--- src/rtl/hs32_alu_arb.sv ---
// hs32_alu_arb: shares one hs32 ALU between two requesters with lock, round-robin/fixed arbitration and response slots
package hs32_pkg;
  typedef struct packed {
    logic [2:0] op;
    logic       cen;
    logic       fwe;
  } hs32_aluctl;
endpackage

module hs32_alu_arb
  import hs32_pkg::*;
#(
  parameter int ROUND_ROBIN = 1,
  parameter int LOCK_MAX    = 8
) (
  input  logic             clk,
  input  logic             reset,
  input  logic [1:0]       req_valid_i,
  output logic [1:0]       req_ready_o,
  input  logic [1:0]       req_lock_i,
  input  logic [1:0][31:0] req_a_i,
  input  logic [1:0][31:0] req_b_i,
  input  hs32_aluctl [1:0] req_ctl_i,
  output logic [31:0]      alu_a_o,
  output logic [31:0]      alu_b_o,
  output hs32_aluctl       alu_ctl_o,
  output logic             alu_valid_o,
  input  logic [31:0]      alu_out_i,
  input  logic [3:0]       alu_flags_i,
  output logic [1:0]       rsp_valid_o,
  input  logic [1:0]       rsp_ready_i,
  output logic [1:0][31:0] rsp_data_o,
  output logic [1:0][3:0]  rsp_flags_o
);
  localparam int CW = $clog2(LOCK_MAX + 1);
  logic locked, owner, pref, g, keep_lock;
  logic [CW-1:0] cnt, cnt_nxt;
  logic [1:0] elig;
  logic [31:0] a_q, b_q;
  hs32_aluctl ctl_q, ctl_idle;

  // reset gates the grant so every ALU-facing output reads 0 while reset is held
  always_comb begin
    for (int i = 0; i < 2; i++) begin
      elig[i] = req_valid_i[i] & (~rsp_valid_o[i] | rsp_ready_i[i]) & (~locked | owner == 1'(i)) & ~reset;
      rsp_flags_o[i] = rsp_valid_o[i] ? alu_flags_i : 4'b0;
    end
    g = locked ? owner : (&elig ? (ROUND_ROBIN != 0 ? pref : 1'b0) : elig[1]);
    req_ready_o = elig[g] ? (2'b01 << g) : 2'b00;
    alu_valid_o = |req_ready_o;
    ctl_idle = ctl_q;
    ctl_idle.fwe = 1'b0;
    alu_a_o = alu_valid_o ? req_a_i[g] : a_q;
    alu_b_o = alu_valid_o ? req_b_i[g] : b_q;
    alu_ctl_o = alu_valid_o ? req_ctl_i[g] : ctl_idle;
    cnt_nxt = locked ? cnt + 1'b1 : CW'(1);
    keep_lock = req_lock_i[g] && cnt_nxt < CW'(LOCK_MAX);
  end

  always_ff @(posedge clk or posedge reset)
    if (reset) begin
      locked <= 1'b0;
      owner <= 1'b0;
      pref <= 1'b0;
      cnt <= '0;
      a_q <= '0;
      b_q <= '0;
      ctl_q <= '0;
      rsp_valid_o <= '0;
      rsp_data_o <= '0;
    end else begin
      for (int i = 0; i < 2; i++)
        if (rsp_ready_i[i]) rsp_valid_o[i] <= 1'b0;
      if (alu_valid_o) begin
        rsp_valid_o[g] <= 1'b1;
        rsp_data_o[g] <= alu_out_i;
        a_q <= alu_a_o;
        b_q <= alu_b_o;
        ctl_q <= alu_ctl_o;
        pref <= ~g;
        owner <= g;
        locked <= keep_lock;
        cnt <= keep_lock ? cnt_nxt : '0;
      end
    end
endmodule

--- config.mk ---
export PLATFORM = sky130hd
export DESIGN_NAME = hs32_alu_arb
export DESIGN_NICKNAME = d
export VERILOG_FILES = /design/src/rtl/hs32_alu_arb.sv
export SDC_FILE = /design/constraint.sdc
export NUM_CORES = 1
export LEC_CHECK = 0
export ABC_AREA = 1
export BUFFER_PORTS_ARGS = -buffer_cell sky130_fd_sc_hd__buf_4
export CELL_PAD_IN_SITES_DETAIL_PLACEMENT = 1
export CELL_PAD_IN_SITES_GLOBAL_PLACEMENT = 2
export CORE_UTILIZATION = 26
export CTS_CLUSTER_SIZE = 10
export DETAILED_ROUTE_END_ITERATION = 7
export PLACE_DENSITY_LB_ADDON = 0.1
export RECOVER_POWER = 100
export SYNTH_ARGS = -nofsm -noshare
export SYNTH_HDL_FRONTEND = slang
export SYNTH_SLANG_ARGS = --single-unit
--- constraint.sdc ---
create_clock -name clk -period 9.4 [get_ports clk]
set_clock_uncertainty 0.1 [all_clocks]
set_input_delay 0.47 -clock clk [delete_from_list [all_inputs] [get_ports clk]]
set_output_delay 0.47 -clock clk [all_outputs]
set_load 0.01 [all_outputs]
# Yosys cells after proc, flatten, opt, wreduce, memory -nomap -nowiden
# Cells that the tools add are included.
# Widths: inputs -> output; s select.
# word_totals
output_inout_bits	146
wordCells	65
register_bits	141
inputBits	182
# op_classes
add_sub_neg	1
n_mux	28
shift	1
n_reduce_logical	4
magnitude_cmp	3
bitwise	17
# ops
op	count
$mux 32	7
$bwmux 64	1
$demux 32 s1	1
$mux 4	4
$mux 5	3
$mux 1	9
$and 1x1->1	6
$not 1->1	6
$add 4x1->4 const B	1
$lt 4x4->1 const B	1
$mux 2	2
$or 1x1->1	4
$logic_and 1x1->1	2
$lt 1x2->1 const B	1
$or 2x2->2	1
$reduce_and 2->1	1
$reduce_or 2->1	1
$shl 1x1->2 const A	1
$demux 1 s1	1
$ge 1x1->1 const B	1

# Depth between registers and ports, before layout
# depth
word_depth	14
ltp_mapped	13
mapped_depth_nobuf	11

# Least setup slack after synthesis
# No wires, ideal clock.
# synth_timing
path_kind	in2out
from	input req_valid_i[1]
to	output alu_a_o[27]
n_path_buf	1
cell_stages	11
arrival_ps	1478
path_slack_ps	7352
required_time_ps	8830
cell_sequence	inv_1 > nor2_1 > nand2_1 > nor2_2 > nand2_2 > nand2_2 > nand2_2 > inv_2 > buf_2 > nand2_1 > nand3_1
# synth_via
elab_chain_cells	11
word_cells_on_any_way	14
cone_classes	shift (1); mux (8); bitwise (3); reduce/logical (2)
# synth_lines
item	line_no	text
start, declared	18	input logic [1:0] req_valid_i,
$and 1x1->1 (*) (3 in series)	45	elig[i] = req_valid_i[i] & (~rsp_valid_o[i] | rsp_ready_i[i]) & (~locked | owner == 1'(i)) & ~reset;
$reduce_and 2->1	48	g = locked ? owner : (&elig ? (ROUND_ROBIN != 0 ? pref : 1'b0) : elig[1]);
$mux 1 (2 in series)	48	
$mux 1 (not written as such) (2 in series)	49	req_ready_o = elig[g] ? (2'b01 << g) : 2'b00;
$mux 2 (*)	49	
net req_ready_o[1]	19	output logic [1:0] req_ready_o,
$reduce_or 2->1 (*)	50	alu_valid_o = |req_ready_o;
$mux 32 (*)	53	alu_a_o = alu_valid_o ? req_a_i[g] : a_q;
end, declared	24	output logic [31:0] alu_a_o,
# The timed path passes the listed nets; every way through them passes the cells marked *. The select of a mux whose other input is x is not followed.

# Final worst setup path
# layout_timing
from	register rsp_valid_o[1]
to	output alu_b_o[12]
# layout_via
elab_chain_cells	13
word_cells_on_any_way	16
cone_classes	shift (1); mux (8); bitwise (5); reduce/logical (2)
# layout_lines
item	line_no	text
start, declared	30	output logic [1:0] rsp_valid_o,
start signal, assigned	69	rsp_valid_o <= '0;
start signal, assigned by index	73	if (rsp_ready_i[i]) rsp_valid_o[i] <= 1'b0;
start signal, assigned by index	75	rsp_valid_o[g] <= 1'b1;
$not 1->1 (*)	45	
$or 1x1->1 (*)	45	
$and 1x1->1 (*) (3 in series)	45	
$reduce_and 2->1	48	
$mux 1 (2 in series)	48	
$mux 1 (not written as such) (2 in series)	49	
$mux 2	49	
$reduce_or 2->1	50	
$mux 32 (*)	54	alu_b_o = alu_valid_o ? req_b_i[g] : b_q;
end, declared	25	output logic [31:0] alu_b_o,
# Mark *: on every way between the ends. The rest lies on a longest branch, timed or not. The select of a mux whose other input is x is not followed.

==> reports/metrics.csv <==
metric,value,unit
outcome,finished with violations,
failed_checks,"capacitance limit, slew limit",
ctsHoldBuffers,0,
stdcell_area,8944,µm²
overflow,0,
cts_post_setup_buffers_inserted,0,
path_max_fanout,45,
hpwl,15.32,mm
drtIter0Drc,249,
synth.distinct_cells,24,
power_switching_share,44.58,%
synth-edff-count,0,
drc_errors,0,
min_period_over_period,53.58,%
nets,1256,
final_layout_size_suffix_gt1_share,20.81,%
p_comb_share,47.7,%
numPortBuffers,327,
path_clk_slew,70,ps
coreArea,24180,µm²
synth_top_cell_by_area,dfrtp_1,
cts_sinks,141,
io_pins,328,
die_area,25210,µm²
fillers,2997,
yosysWarnings,0,
synthFlopType,dfrtp_1,
clockBufferDepth,2,
fin_ws,4364,ps
instances_no_fill,1410,
leakage,0.004603,µW
die_height,158.8,µm
ir_drop,0.0001129,V
ys_top_cells_by_area,"dfrtp_1 (55%), nand2_1 (17%), nand3_1 (11%), o21ai_2 (4.1%), inv_1 (2.9%)",
cts_tree,yes,
slew_headroom,-139.3,%
p_int,1834,µW
ys_async_sr_fraction,100.0,%
synth_area,6390,µm²
groute.usage.overall,17.55,%
max_stage_delay,1640,ps
syn_inst,759,
start_kind,register,
initial_utilization,26.43,%
arrival,4470,ps
antenna_found_initial,0,
rr_startpoint,rsp_valid_o[1],
first_global_vias,6404,
clock.fmax,198.6,MHz
syn_nets,942,
worstHoldStart,req_b_i[15],
crit_type,register to output port,
cp_slowest_cell,clkbuf_1,
wire_per_inst,15.23,µm
syn_avg_cell_area,8.419,µm²
cts-resized-gates,0,
slew_viol_final,256,
p_seq_share,31.6,%
worstPathRequired,8830,ps
startpoint,rsp_valid_o[1],
hold_path_class,input pin to register,
maxCapViolCount,4,
worst_setup_path_end_kind,output port,
p_switching,1475,µW
synthTopCellsByCount,"nand2_1 (297), dfrtp_1 (141), nand3_1 (141)",
drt-pass1-iter-count,4,
htree_levels,4,
synth-seq-area-share,55.22,%
hold_viol,0,
placed_cells,1378,
finalSetupViolCount,0,
grt_first_pass_wirelength,34.53,mm
rrSetupSlack,4870,ps
crit_top_cell,nand2_1,
synth_most_common_cell,nand2_1,
period_needed,5036,ps
dpl-instance-area,9057,µm²
cts_root_buf,clkbuf_16,
fin_tns_setup,0,ps
num_rows,57,
vias,6188,
p_total,3309,µW
yosysTopAreaCellShare,55.22,%
worst_slew_pin_slew,3570,ps
dp_slack,5950,ps
crit_chain,"nand2_1, nand2_1, nor2_2, nand2_1, nand3_2, nand2_1, clkbuf_1, nand2_1, nand3_1, clkbuf_1",
cts_buffers,17,
grt_max_degree,77,
rsz0062_at_grt,false,
ys_ff_latch,141,
routabilityCongestion,0.7362,
clkLatencyLatePin,420,ps
clock_power_share,20.7,%
drt-total-wl,21.47,mm
via_per_inst,4.389,
antenna_cells,0,
antenna_left,0,
die_w,158.8,µm
syn2layout_area_growth,39.96,%
pwr_density_cell,369.9,nW/µm²
==> kinds of logic after synthesis <==
group / count (synthesis) / share of synthesized area [%]
AO/OA/AOI/OAI: 65 / 6.853
adder cells (fa/ha/maj): 1 / 0.1958
buffers and inverters: 89 / 6.775
flip-flops: 141 / 55.22
AND/OR/NAND/NOR: 463 / 30.96
==> sequential cells by signal, indices dropped and copies added (netlist names), 2 cells and up <==
signal / flops
a_q: 32
b_q: 32
cnt: 4
ctl_idle: 4
rsp_data_o: 64
rsp_valid_o: 2
==> cell type report <==
type | count | area, µm² | area share [%]
timing repair buffer | 332 | 1937 | 21.66
multi-input combinational | 529 | 2286 | 25.56
sequential | 141 | 3528 | 39.45
inverter | 52 | 197.7 | 2.210
tap | 324 | 405.4 | 4.533
clock buffer | 18 | 429.2 | 4.799
clock inverter | 14 | 160.2 | 1.791
==> power by group through the flow <==
stage	combinational, µW	clock [µW]	sequential (µW)
3_5_place_dp	2000	0	1060
2_1_floorplan	1060	0	1100
6_report	1580	686	1040
3_3_place_gp	1990	0	1050
5_1_grt	1800	727	1080
4_1_cts	2000	707	1050
==> routing by layer <==
| layer | vias up | part of all wire, % | wire, µm | global-route usage [%] |
|---|---|---|---|---|
| met5 | - | 0 | 0 | 0 |
| met2 | 202 | 47 | 9998 | 28.15 |
| met4 | 0 | 2.1 | 453 | 6.355 |
| met1 | 2891 | 45 | 9575 | 22.23 |
| li1 | 3066 | - | - | - |
| met3 | 29 | 6.7 | 1444 | 5.277 |
==> path summary, 6_finish.rpt <==
path | to | cells past startpoint
worst max-delay path | alu_b_o[12] | 10
worst min-delay path | b_q[15] | 3
worst max register to register | rsp_data_o[14] | 9
worst min register to register | rsp_data_o[49] | 2
max in group asynchronous | cnt[3] | 3
min in group asynchronous | rsp_data_o[33] | 2
==> worst max-delay path, delay by kind of cell (launching register included) <==
| family | cells | cell delay, ps |
|---|---|---|
| and+or+nand+nor | 8 | 1720 |
| DFF | 1 | 440 |
| buffers and inverters | 2 | 1860 |
==> metrics by stage <==
step                util [%]  hold WS (ps)
floorplan                  -         360.0
global placement       37.46         366.2
detailed placement     37.46         372.8
CTS                    39.90         120.9
global route           36.99         158.2
finish                 36.99         168.7
==> layout by cell type, fill, tap and decap left out <==
cell and count:
a21oi_1 1, buf_4 184, bufinv_16 2, clkbuf_1 149, clkbuf_16 17, clkinv_2 1
clkinv_4 3, clkinvlp_2 2, clkinvlp_4 3, dfrtp_1 141, ha_1 1, inv_1 50
inv_6 4, inv_8 1, nand2_1 302, nand2_2 7, nand3_1 141, nand3_2 1
nand4_1 3, nor2_1 8, nor2_2 1, o21ai_0 64
Note: power is estimated with default switching activity, not from simulation.
